===== config.mk =====
export PLATFORM = sky130hd
export DESIGN_NAME = huff_stream_encoder
export DESIGN_NICKNAME = d
export VERILOG_FILES = /design/src/rtl/huff_pkg.sv /design/src/rtl/huff_bit_packer.sv /design/src/rtl/huff_stream_encoder.sv
export SDC_FILE = /design/constraint.sdc
export NUM_CORES = 1
export LEC_CHECK = 0
export CAP_MARGIN = 10
export CELL_PAD_IN_SITES_DETAIL_PLACEMENT = 0
export CELL_PAD_IN_SITES_GLOBAL_PLACEMENT = 1
export CORE_ASPECT_RATIO = 0.7
export CORE_MARGIN = 10
export CORE_UTILIZATION = 44
export CTS_CLUSTER_SIZE = 16
export DETAILED_ROUTE_END_ITERATION = 8
export PLACE_DENSITY_LB_ADDON = 0.25
export SETUP_SLACK_MARGIN = 0.4
export SYNTH_ARGS = -nofsm -noshare
export SYNTH_HDL_FRONTEND = slang
export SYNTH_SLANG_ARGS = --single-unit

===== constraint.sdc =====
create_clock -name clock -period 2.61 [get_ports clock]
set_input_delay 0.522 -clock clock [delete_from_list [all_inputs] [get_ports clock]]
set_output_delay 0.522 -clock clock [all_outputs]
set_load 0.02 [all_outputs]

===== src/rtl/huff_pkg.sv =====
// Shared Huffman types and width helpers; also used by the code-map builder.
package huff_pkg;

    typedef enum logic [1:0] {IDLE, ENCODE, FLUSH} huff_state_e;

    localparam int SYM_W_DEF   = 3;
    localparam int MAX_LEN_DEF = 7;
    localparam int OUT_W_DEF   = 8;

    function automatic int len_w(input int max_len);
        return $clog2(max_len + 1);
    endfunction

    function automatic int nbits_w(input int out_w);
        return $clog2(out_w + 1);
    endfunction

    localparam int LEN_W   = len_w(MAX_LEN_DEF);
    localparam int NBITS_W = nbits_w(OUT_W_DEF);

endpackage


===== src/rtl/huff_bit_packer.sv =====
// MSB-first bit accumulator: appends variable-length codes below the fill
// point and emits OUT_W-bit words over a valid/ready handshake.
module huff_bit_packer
    import huff_pkg::*;
#(
    parameter int MAX_LEN = MAX_LEN_DEF,
    parameter int OUT_W   = OUT_W_DEF,
    parameter int LW      = len_w(MAX_LEN),
    parameter int NBW     = nbits_w(OUT_W)
) (
    input  logic               clock,
    input  logic               reset_n,
    input  logic               app_en_i,
    input  logic [LW-1:0]      app_len_i,
    input  logic [MAX_LEN-1:0] app_code_i,
    input  logic               flush_i,
    output logic               room_o,
    output logic               out_valid_o,
    input  logic               out_ready_i,
    output logic [OUT_W-1:0]   out_data_o,
    output logic               out_last_o,
    output logic [NBW-1:0]     out_nbits_o
);

    localparam int ACC_W = OUT_W + MAX_LEN;
    localparam int FW    = $clog2(ACC_W + 1);
    localparam logic [FW-1:0] OUT_WF = FW'(OUT_W);

    logic [ACC_W-1:0] acc_q, acc_d;
    logic [FW-1:0]    fill_q, fill_d;
    logic [ACC_W-1:0] ins;

    assign room_o      = fill_q < OUT_WF;
    assign out_valid_o = (fill_q >= OUT_WF) || flush_i;
    assign out_data_o  = acc_q[ACC_W-1 -: OUT_W];
    assign out_last_o  = flush_i && (fill_q <= OUT_WF);
    assign out_nbits_o = (fill_q >= OUT_WF) ? NBW'(OUT_W) : NBW'(fill_q);

    // Left-shifting by MAX_LEN-len drops any code bits above len, then the
    // right shift places the code just below the current fill.
    assign ins = (ACC_W'({app_code_i, {OUT_W{1'b0}}}) << (MAX_LEN - int'(app_len_i))) >> fill_q;

    always_comb begin
        acc_d  = acc_q;
        fill_d = fill_q;
        if (out_valid_o && out_ready_i) begin
            acc_d  = acc_q << OUT_W;
            fill_d = (fill_q >= OUT_WF) ? fill_q - OUT_WF : '0;
        end else if (app_en_i) begin
            acc_d  = acc_q | ins;
            fill_d = fill_q + FW'(app_len_i);
        end
    end

    always_ff @(posedge clock or negedge reset_n) begin
        if (!reset_n) begin
            acc_q  <= '0;
            fill_q <= '0;
        end else begin
            acc_q  <= acc_d;
            fill_q <= fill_d;
        end
    end

endmodule


===== src/rtl/huff_stream_encoder.sv =====
// Huffman stream encoder top: code table, block FSM, error/bit-count tracking.
// Optional HUFF_BITCNT_EN adds a per-block appended-bit counter port.
module huff_stream_encoder
    import huff_pkg::*;
#(
    parameter  int SYM_W   = SYM_W_DEF,
    parameter  int MAX_LEN = MAX_LEN_DEF,
    parameter  int OUT_W   = OUT_W_DEF,
    localparam int LW      = len_w(MAX_LEN),
    localparam int NBW     = nbits_w(OUT_W)
) (
    input  logic               clock,
    input  logic               reset_n,
    input  logic               tbl_we,
    input  logic [SYM_W-1:0]   tbl_sym,
    input  logic [LW-1:0]      tbl_len,
    input  logic [MAX_LEN-1:0] tbl_code,
    input  logic               sym_valid,
    output logic               sym_ready,
    input  logic [SYM_W-1:0]   sym_data,
    input  logic               sym_last,
    output logic               out_valid,
    input  logic               out_ready,
    output logic [OUT_W-1:0]   out_data,
    output logic               out_last,
    output logic [NBW-1:0]     out_nbits,
`ifdef HUFF_BITCNT_EN
    output logic [31:0]        bit_count,
`endif
    output logic               err_unmapped
);

    localparam int NSYM = 2 ** SYM_W;

    logic [LW-1:0]      len_q  [NSYM];
    logic [MAX_LEN-1:0] code_q [NSYM];
    huff_state_e        state_q, state_d;
    logic               err_q, err_d;
    logic               init_q;
    logic               room;
    logic               sym_hs;
    logic               unmapped;
    logic [LW-1:0]      lk_len;
    logic [MAX_LEN-1:0] lk_code;

    assign lk_len   = len_q[sym_data];
    assign lk_code  = code_q[sym_data];
    assign unmapped = (lk_len == '0);
    // init_q keeps sym_ready low while reset is held and for the release cycle.
    assign sym_ready    = init_q && (state_q != FLUSH) && room;
    assign sym_hs       = sym_valid && sym_ready;
    assign err_unmapped = err_q;

    always_ff @(posedge clock or negedge reset_n) begin
        if (!reset_n) begin
            for (int i = 0; i < NSYM; i++) begin
                len_q[i]  <= '0;
                code_q[i] <= '0;
            end
        end else if (tbl_we && state_q == IDLE) begin
            len_q[tbl_sym]  <= tbl_len;
            code_q[tbl_sym] <= tbl_code;
        end
    end

    always_comb begin
        state_d = state_q;
        err_d   = err_q;
        case (state_q)
            IDLE: if (sym_hs) begin
                state_d = sym_last ? FLUSH : ENCODE;
                err_d   = unmapped;
            end
            ENCODE: if (sym_hs) begin
                err_d = err_q | unmapped;
                if (sym_last) state_d = FLUSH;
            end
            FLUSH: if (out_valid && out_ready && out_last) state_d = IDLE;
            default: state_d = IDLE;
        endcase
    end

    always_ff @(posedge clock or negedge reset_n) begin
        if (!reset_n) begin
            state_q <= IDLE;
            err_q   <= 1'b0;
            init_q  <= 1'b0;
        end else begin
            state_q <= state_d;
            err_q   <= err_d;
            init_q  <= 1'b1;
        end
    end

`ifdef HUFF_BITCNT_EN
    logic [31:0] cnt_q, cnt_d;

    always_comb begin
        cnt_d = cnt_q;
        if (sym_hs) cnt_d = ((state_q == IDLE) ? 32'd0 : cnt_q) + 32'(lk_len);
    end

    always_ff @(posedge clock or negedge reset_n) begin
        if (!reset_n) cnt_q <= '0;
        else          cnt_q <= cnt_d;
    end

    assign bit_count = cnt_q;
`endif

    huff_bit_packer #(
        .MAX_LEN (MAX_LEN),
        .OUT_W   (OUT_W),
        .LW      (LW),
        .NBW     (NBW)
    ) u_packer (
        .clock       (clock),
        .reset_n     (reset_n),
        .app_en_i    (sym_hs),
        .app_len_i   (lk_len),
        .app_code_i  (lk_code),
        .flush_i     (state_q == FLUSH),
        .room_o      (room),
        .out_valid_o (out_valid),
        .out_ready_i (out_ready),
        .out_data_o  (out_data),
        .out_last_o  (out_last),
        .out_nbits_o (out_nbits)
    );

endmodule


==> flow_summary.html <==
<table>
<tr><th>Metric</th><th>Value</th></tr>
<tr><th colspan="2">Floorplanning</th></tr>
<tr><td>Die height</td><td>111 um</td></tr>
<tr><td>FP Rows</td><td>33</td></tr>
<tr><td>Full die area</td><td>between 15000 and 20000 um^2</td></tr>
<tr><td>Initial standard-cell utilization of the core</td><td>between 40% and 50%</td></tr>
<tr><td>Core region area</td><td>~12000 um^2</td></tr>
<tr><td>Count of boundary I/O pins</td><td>38</td></tr>
<tr><td>Width of the chip</td><td>150 um</td></tr>
<tr><th colspan="2">Pwr</th></tr>
<tr><td>Highest ir drop seen on vdd</td><td>~0.00054 V</td></tr>
<tr><td>Leakage power summed over all cells</td><td>roughly 3.0 nW</td></tr>
<tr><td>Power density over the cells</td><td>1180 nW/um^2</td></tr>
<tr><td>Final total power</td><td>between 8 and 9 mW</td></tr>
<tr><th colspan="2">Route</th></tr>
<tr><td>Via count of the routed design</td><td>3857</td></tr>
<tr><td>Initial drt markers</td><td>337</td></tr>
<tr><td>Post-route ant nets</td><td>0</td></tr>
<tr><td>Via count normalized by instance count</td><td>around 5.8</td></tr>
<tr><td>Length of the first detailed-routing pass in iterations</td><td>4</td></tr>
<tr><td>Final wirelength</td><td>approximately 14 mm</td></tr>
<tr><td>DR DRC count</td><td>0</td></tr>
<tr><td>Wirelength per Cell</td><td>around 21 um</td></tr>
<tr><th colspan="2">Cells and area</th></tr>
<tr><td>Area overhead of the layout relative to synthesis</td><td>34.8%</td></tr>
<tr><td>Antenna fix cells</td><td>0</td></tr>
<tr><td>Proportion of layout cells with a drive suffix above 1</td><td>50.1%</td></tr>
<tr><td>Filler-free cell count of the finished design</td><td>approximately 670</td></tr>
<tr><td>Final net count</td><td>between 500 and 600</td></tr>
<tr><th colspan="2">Worst setup path</th></tr>
<tr><td>Critical Path Start Type</td><td>input pin</td></tr>
<tr><td>Endpoint kind of the worst setup timing path</td><td>register</td></tr>
<tr><td>Cell type of the slowest stage on the worst timing path</td><td>sky130_fd_sc_hd__mux4_2</td></tr>
<tr><td>Crit path required time</td><td>around 2.8 ns</td></tr>
<tr><td>Delay of the slowest cell on the worst path</td><td>between 0.5 and 0.6 ns</td></tr>
<tr><td>Sum of buffers and inverters on the critical path</td><td>3</td></tr>
<tr><td>Max FO, Critical Path</td><td>8</td></tr>
<tr><td>Critical path cell sequence</td><td>buf_12 -&gt; buf_12 -&gt; mux4_2 -&gt; mux2_4 -&gt; mux2i_4 -&gt; buf_6 -&gt; o211ai_1 -&gt; o32ai_2 -&gt; a222oi_1 -&gt; o211ai_1</td></tr>
<tr><td>Crit path DAT</td><td>between 2 and 3 ns</td></tr>
<tr><td>Crit path kind</td><td>input pin to register</td></tr>
<tr><td>Kind of cell with the highest combined delay on the critical path</td><td>multiplexers</td></tr>
<tr><th colspan="2">Clock tree</th></tr>
<tr><td>Number of buffers on the longest clock path</td><td>2</td></tr>
<tr><td>Cell at the root of the clock tree</td><td>sky130_fd_sc_hd__clkbuf_16</td></tr>
<tr><td>Post-CTS Hold Buffers</td><td>0</td></tr>
<tr><td>Maximum level of the CTS H-tree</td><td>3</td></tr>
<tr><td>TritonCTS clock tree</td><td>yes</td></tr>
<tr><td>Clock Pin Slew Worst Setup and Hold Paths</td><td>about 0.07 ns</td></tr>
<tr><td>Skew-Pair Late Insertion Delay</td><td>about 0.35 ns</td></tr>
<tr><td>Number of buffers added by the clock tree synthesis step</td><td>9</td></tr>
<tr><td>CTS sink cnt</td><td>103</td></tr>
<tr><th colspan="2">Yosys</th></tr>
<tr><td>Synthesized area per cell</td><td>around 13 um^2</td></tr>
<tr><td>Area of the mapped netlist</td><td>between 5000 and 6000 um^2</td></tr>
<tr><td>Net count of the mapped netlist</td><td>between 400 and 500</td></tr>
<tr><td>Leading post-synthesis cells by cell area</td><td>sky130_fd_sc_hd__dfrtp_1 (49%), sky130_fd_sc_hd__mux2_2 (18%), sky130_fd_sc_hd__mux4_2 (7.8%), sky130_fd_sc_hd__mux2i_1 (2.9%), sky130_fd_sc_hd__nand2_1 (2.0%)</td></tr>
<tr><td>Seq cells post-synth</td><td>103</td></tr>
<tr><td>Share of async-settable or async-resettable flops after synthesis</td><td>100%</td></tr>
<tr><td>Cell type with the highest aggregate area in the netlist</td><td>sky130_fd_sc_hd__dfrtp_1</td></tr>
<tr><td>Area share of the leading cell type in the synthesized netlist</td><td>between 40% and 50%</td></tr>
<tr><td>Arithmetic-cell share of the synthesized area counting full adders, half adders and majority gates</td><td>approximately 1.1%</td></tr>
<tr><td>Yosys warnings</td><td>0</td></tr>
<tr><td>Multiplexer area fraction after synthesis</td><td>a little over 30%</td></tr>
<tr><td>Post-synthesis simple-gate area fraction</td><td>about 7.1%</td></tr>
<tr><td>Most used standard cell by instance count after synthesis</td><td>sky130_fd_sc_hd__dfrtp_1</td></tr>
<tr><td>Count of flip-flops with a built-in enable after synthesis</td><td>0</td></tr>
<tr><td>Post-Synthesis Cells</td><td>403</td></tr>
<tr><td>Yosys cell types</td><td>53</td></tr>
<tr><td>Combinational family with the most area after synthesis</td><td>multiplexers</td></tr>
<tr><td>Flip-flop cell with the highest count after synthesis</td><td>sky130_fd_sc_hd__dfrtp_1</td></tr>
<tr><td>Synthesized-area fraction occupied by ao, oa, aoi and oai cells</td><td>under 10%</td></tr>
<tr><td>Proportion of synthesized chip area in sequential cells</td><td>49.3%</td></tr>
<tr><td>Commonest cells in the synthesized netlist</td><td>sky130_fd_sc_hd__dfrtp_1 (103), sky130_fd_sc_hd__mux2_2 (85), sky130_fd_sc_hd__nand2_1 (28)</td></tr>
<tr><td>Parity-gate share of the synthesized area counting xor and xnor cells</td><td>less than 1%</td></tr>
<tr><th colspan="2">Timing</th></tr>
<tr><td>Number of endpoints failing setup at the final stage</td><td>0</td></tr>
<tr><td>Achievable frequency</td><td>about 400 MHz</td></tr>
<tr><td>Final hold violation count</td><td>0</td></tr>
<tr><td>Max-slew violation total from the final report</td><td>0</td></tr>
<tr><td>Final period util</td><td>96.4%</td></tr>
<tr><td>Skew final</td><td>between 0.006 and 0.007 ns</td></tr>
<tr><td>Slew HR</td><td>57.0%</td></tr>
<tr><td>Measured slew at the worst slew-check pin</td><td>0.643 ns</td></tr>
<tr><td>Shortest period the worst path allows</td><td>2.52 ns</td></tr>
<tr><td>Setup repair after global routing missed its margin</td><td>yes</td></tr>
<tr><th colspan="2">Placed design</th></tr>
<tr><td>Number of cells in the design after placement</td><td>625</td></tr>
<tr><td>Final weighted congestion in routability-driven placement</td><td>roughly 0.9</td></tr>
<tr><td>I/O Buffers</td><td>37</td></tr>
<tr><td>Half-perimeter wire length of the detailed placement result</td><td>roughly 8.9 mm</td></tr>
<tr><th colspan="2">GRT</th></tr>
<tr><td>Met3 Usage GRT</td><td>under 10%</td></tr>
<tr><td>Largest net degree at the start of global routing</td><td>61</td></tr>
<tr><td>Total gr overflow</td><td>0</td></tr>
<tr><td>Met2 Use GR</td><td>22.6%</td></tr>
<tr><td>Met1 track demand over resource</td><td>roughly a quarter</td></tr>
<tr><td>Wire length of the first global-routing pass</td><td>21.7 mm</td></tr>
<tr><td>Initial antenna violation count</td><td>0</td></tr>
<tr><td>GRT busiest layer</td><td>met1</td></tr>
<tr><td>Via count of the first global-routing pass</td><td>between 3000 and 4000</td></tr>
<tr><td>Aggregate global-route resource usage</td><td>16.4%</td></tr>
<tr><th colspan="2">Outcome</th></tr>
<tr><td>Result of the run</td><td>finished clean</td></tr>
<tr><th colspan="2">Hold path</th></tr>
<tr><td>Hold Path Class</td><td>input pin to async pin</td></tr>
<tr><th colspan="2">Run</th></tr>
<tr><td>Number of max-cap violations</td><td>0</td></tr>
</table>
[registers in the layout, summed over array words and instances, names as in the netlist]
name / cells
code_q: 56
len_q: 24
u_packer.acc_q: 15
u_packer.fill_q: 4
state_q: 2
err_unmapped: 1
init_q: 1
[final cells by class]
type	instances	area [um^2]
clock buffers	10	239
clock inverters	5	57.6
fillers	911	4600
inverters	8	33.8
multi-input cells	270	2810
flip-flops and latches	103	2580
well taps	157	196
repair buffers	113	1130
[logic make-up (layout without fill, tap and decap cells)]
kind of cell               after synthesis  after routing
buffers and inverters                   30            136
AOI/OAI and AO/OA                       64             64
DFF                                    103            103
xor gates and xnor gates                 1              1
and+or+nand+nor                         78             78
muxes                                  122            122
other                                    1              1
adders and majority gates                4              4
[per-stage QoR]
step	TNS, ns	setup slack [ns]	hold WS [ns]	instance area, um^2	util (%)
after CTS	0	0.178	0.192	6840	58.7
after detailed placement	-9.80	-0.710	0.477	6170	53.0
final	0	0.0943	0.174	7050	60.5
after global placement	-9.30	-0.651	0.453	6170	53.0
after global routing	0	0.00955	0.220	7050	60.5
after floorplan	0	0.0356	0.226	5310	-
[per-layer routing]
layer	part of all wire (%)	wire, um
met2	43	5980
met1	50	6850
met5	0	0
met4	0.74	102
met3	5.9	818
[where the power goes]
| group | switching [mW] | total (mW) | internal, mW |
|---|---|---|---|
| combinational | 1.96 | 4.21 | 2.26 |
| sequential | 0.408 | 2.75 | 2.34 |
| clock | 0.596 | 1.36 | 0.767 |
| total | 2.96 | 8.33 | 5.37 |
[worst paths after layout]
check | startpoint | end | slack [ns] | cells after the start
setup / recovery | sym_data[0] | u_packer.acc_q[7] | 0.09 | 10
hold / removal | reset_n | code_q[35] | 0.17 | 1
setup reg to reg | len_q[13] | u_packer.acc_q[7] | 0.13 | 8
hold reg to reg | u_packer.acc_q[0] | u_packer.acc_q[0] | 0.49 | 1
max in group asynchronous | reset_n | len_q[22] | 1.71 | 2
min in group clock | u_packer.acc_q[0] | u_packer.acc_q[0] | 0.49 | 1
[placed cells by master (no fill, tap or decap), drive strengths merged, types with 7 or more instances in the layout]
cell type      Yosys  routed
a21oi             10      10
buf               14      78
clkbuf             8      11
clkdlybuf4s50      0      27
dfrtp            103     103
inv                6       7
mux2              85      85
mux2i             19      19
mux4              18      18
nand2             28      28
nand3             10      10
nor2              15      15
o21ai             11      11
[repair_timing]
action / CTS / global route
gates cloned: 3 / 0
gates resized for setup: 65 / 27
pin swaps: 18 / 12
endpoints found under the setup margin: 35 / 37
buffers inserted: 11 / 12
Note: power is estimated with default switching activity, not from simulation.
==> RTL edit 1 (same flow settings) <==
Build with the macro `HUFF_BITCNT_EN` defined.
--- a/src/rtl/huff_stream_encoder.sv
+++ b/src/rtl/huff_stream_encoder.sv
@@ -2,2 +2,4 @@
 // Optional HUFF_BITCNT_EN adds a per-block appended-bit counter port.
+`define HUFF_BITCNT_EN
+
 module huff_stream_encoder
Formal check against the unedited RTL (old outputs only; new: bit_count): equivalent (Yosys induction, for registers that start in step).
==> RTL edit 1 against the original RTL <==
  * The run now ends with setup timing left
  * Total power grew 26%
  * Sequential cell count grew 32
  * Register-to-register slack worse by 0.38 ns
  * Final area is 37% higher
  * Sequential share of layout area fell by 1.5 points
  * Routed wire length grew 35%
  * Global-route usage rose by 1.1 points
  * Sequential power is 23% higher
  * Synthesized area up 35%
  * First-iteration DRC count is 3.0% lower
  * Worst setup slack lost 0.34 ns
  * Utilization up 1.2 points
  * Critical endpoint is now bit_count[29]
  * Largest cell class unchanged
  * Highest routed layer unchanged
==> RTL edit 1: results (changes against the original RTL) <==
- Result of the run: complete, but fails checks
- The checks that failed: setup timing.
* Routed wire length on met2: 8.64 mm (+44%)
- Number of cell instances on the worst register-to-register path: 12 (+4)
- The half-perimeter wire length after placement is 13.2 mm (+49%).
- The setup-violating endpoint count in the final report was 21 (+21).
- Multiplexer fraction of the synthesized cell area: 22.5% (-7.7 points)
* Vias in the first global route: 5658 (+47%)
* Internal Pwr Total: 6.71 mW (+25%)
* Synth Area in XOR/XNOR: 2.74% (+2.6 points)
- The total area of multi-input combinational cells is 3920 um^2 (+40%).
- The clock latency reported for the late side of the worst-skew pair came to 0.42 ns (+0.07 ns).
- Num CTS Buffers: 17 (+8)
* Ranking of synthesized cells by instance count: sky130_fd_sc_hd__dfrtp_1, sky130_fd_sc_hd__mux2_2, sky130_fd_sc_hd__nand2_1, sky130_fd_sc_hd__nor2_1, sky130_fd_sc_hd__nand3_1
- The arrival time at the worst endpoint was 3.20 ns (+0.48 ns).
- Share of layout cells above drive strength 1: 41.6% (-8.5 points)
- Worst path setup slack after routing: -0.247 ns (-0.342 ns)
- Type of the worst setup path: register to register
- The post-route met1 wirelength was 8.72 mm (+27%).
- The combinational cell power was 4.86 mW (+15%).
- First-pass GRT wire length: 30.5 mm (+41%)
* Arithmetic-cell share of the synthesized area counting full adders, half adders and majority gates: 1.63% (+0.53 points)
- The cell family contributing the most delay on the critical path is simple AND/OR/NAND/NOR gates.
- The worst-margin pin slew is 0.649 ns (+0.00532 ns).
- The most critical setup path has its endpoint at bit_count[29].
- Wire length per cell after detailed routing: 19.2 um (-7.1%)
* Metal3 WL: 1.10 mm (+34%)
- The final layout net count was 783 (+47%).
- The number of fillers in the final layout is 1231 (+35%).
- Post-route clock skew: 0.0121 ns (+0.00591 ns)
- Total Routing Usage GR: 17.5% (+1.1 points)
- The static leakage power was 4.05 nW (+34%).
- The distinct cell type count after synthesis was 63 (+19%).
- The worst register-to-register path begins at len_q[10].
* Count of buffers from port buffering: 69 (+86%)
==> RTL edit 1: cell types whose count changed after synthesis, sizes merged, moves of 12 or more <==
cell	unedited run	this run
dfrtp	103	135
o21ai	11	23
xnor2	0	12
nor2	15	38
nand3	10	24
nand2	28	62
==> RTL edit 1: layout make-up <==
cell class              instances  area share (%)
flip-flops and latches        135            35.1
well taps                     200            2.60
clock buffers                  19            4.60
multi-input cells             426            40.7
repair buffers                162            15.3
clock inverters                13            1.14
inverters                      11           0.546
==> RTL edit 1: worst min path at each step <==
stage               cells after the start                 to
floorplan                               0       bit_count[0]
global placement                        1          len_q[13]
detailed placement                      1           len_q[2]
CTS                                     1         code_q[25]
global route                            1          len_q[18]
finish                                  1  u_packer.acc_q[3]
==> RTL edit 1: kinds of logic (layout without fill, tap and decap cells) <==
| group | after synthesis | in the layout |
|---|---|---|
| AND/OR/NAND/NOR | 180 | 180 |
| flip-flops | 135 | 135 |
| multiplexers | 121 | 121 |
| AO/OA/AOI/OAI | 94 | 94 |
| buffers and inverters | 47 | 205 |
| XOR/XNOR | 22 | 22 |
| adder cells (fa/ha/maj) | 8 | 8 |
| other | 1 | 1 |
==> RTL edit 1: timing repair <==
item	4_1_cts	5_1_grt
endpoints found under the setup margin	98	71
setup buffers	11	13
hold endpoints to repair	16	0
gates cloned	0	0
hold buffers	1	0
resized for setup	71	46
pin swaps	19	27
==> RTL edit 1: routing by layer <==
layer | up-vias | global-route usage [%]
li1 | 2508 | -
met1 | 2750 | 24.9
met2 | 99 | 26.4
met3 | 6 | 4.21
met4 | 0 | 4.39
met5 | - | 0
==> RTL edit 2 (same settings) <==
Made on the original files. Put one more register stage on the output `err_unmapped`, without a reset. The value now appears one clock later. The other outputs are not delayed to match.
--- a/src/rtl/huff_stream_encoder.sv
+++ b/src/rtl/huff_stream_encoder.sv
@@ -51,3 +51,5 @@
     assign sym_hs       = sym_valid && sym_ready;
-    assign err_unmapped = err_q;
+    always_ff @(posedge clock) begin
+        err_unmapped <= err_q;
+    end
 
Behaviour: not the same (Yosys sat finds a counterexample within 4 cycles, from zero or initial values and one cycle with reset_n low).
==> RTL edit 2 against the original RTL <==
  * Routed wire length grew 0.96%
  * Die area grew 0.32%
  * Final area grew 0.82%
  * Total power grew 1.1%
  * Clock skew grew 0.00087 ns
  * Sequential cell count grew 1
  * Worst hold slack lost 0.078 ns
  * Global-route usage grew 0.54 points
  * Count of clock-buffer cells in the layout grew 2
  * Synthesized area grew 0.38%
  * Via count shrank 0.31%
  * Synthesized cell count grew 0.25%
  * First-iteration DRC count shrank 13%
  * Worst setup slack lost 0.0058 ns
  * Critical path type unchanged
==> RTL edit 2: results (changes against the original RTL) <==
- The number of global-route vias before repair is 4066 (+5.9%).
- Final HPWL from detailed placement: 9.03 mm (+2.0%)
* Main area contributors after synthesis: sky130_fd_sc_hd__dfrtp_1, sky130_fd_sc_hd__mux2_2, sky130_fd_sc_hd__mux4_2, sky130_fd_sc_hd__mux2i_1, sky130_fd_sc_hd__nand2_1
- The wire length of the first global-routing pass came to 22.5 mm (+4.0%).
- The worst-case clock skew came to 0.00709 ns (+0.000869 ns).
- Average vias per placed instance: 5.70 (-1.6%)
* Leakage power summed over all cells: 3.05 nW (+1.2%)
- GR Layer Usage met3: 5.02% (+0.45 points)
- The share of synthesized area spent on multiplexers was 30.0% (-0.12 points).
* Result of the run: complete, no violations
* Place WS: -0.780 ns (-0.0703 ns)
- Final GP Congestion: 0.862 (-4.0%)
- The switching power share of the total is 36.0% (+0.50 points).
- Smallest hold slack: 0.0963 ns (-0.0780 ns)
- The distinct cell type count after synthesis is 54 (+1.9%).
- Largest fanout of any net on the critical path: 7 (-1)
* Cells resized by post-CTS repair: 71 (+9.2%)
- The total routing usage reported by global routing was 17.0% (+0.54 points).
- Met1 track demand over resource: 24.7% (-0.58 points)
- The worst-margin pin slew is 0.719 ns (+0.0761 ns).
* Starting DRC count in detailed routing: 294 (-13%)
- The post-synthesis share of cell area spent on xor and xnor gates is 0.167% (-0.00064 points).
* Net Switching: 3.03 mW (+2.5%)
- Wire length per cell after detailed routing: 20.6 um (-0.39%)
* Post-placement cell area: 6230 um^2 (+0.97%)
- Net count after synthesis: 430 (+0.23%)
- The average instance area after synthesis was 13.0 um^2 (+0.13%).
- The met2 layer usage reported by global route is 24.7% (+2.1 points).
RTL edit 2: cell count changes in the layout (fill, tap and decap cells not counted), moves of 3 or more:
cell                      change
sky130_fd_sc_hd__o21ai_4      +3
sky130_fd_sc_hd__nand3_1      -3
sky130_fd_sc_hd__mux2i_1      +3
sky130_fd_sc_hd__o21ai_2      -3
sky130_fd_sc_hd__nand3_2      +3
sky130_fd_sc_hd__buf_4        +5
RTL edit 2: area by class of cell:
class	count	area [um^2]
tap	157	196
clock inverter	4	26.3
sequential	104	2600
inverter	8	37.5
multi-input combinational	270	2810
timing repair buffer	120	1170
clock buffer	12	256
fill	895	4580
RTL edit 2: logic make-up after synthesis:
logic type	after synthesis
mux	122
flops	104
simple gates	78
compound gates	64
buf+inv	30
fa+ha+maj	4
other cells	1
xor+xnor	1
RTL edit 2: layer usage:
| metal | wire (um) | share of wire [%] |
|---|---|---|
| met5 | 0 | 0 |
| met4 | 124 | 0.89 |
| met3 | 999 | 7.2 |
| met2 | 6240 | 45 |
| met1 | 6520 | 47 |
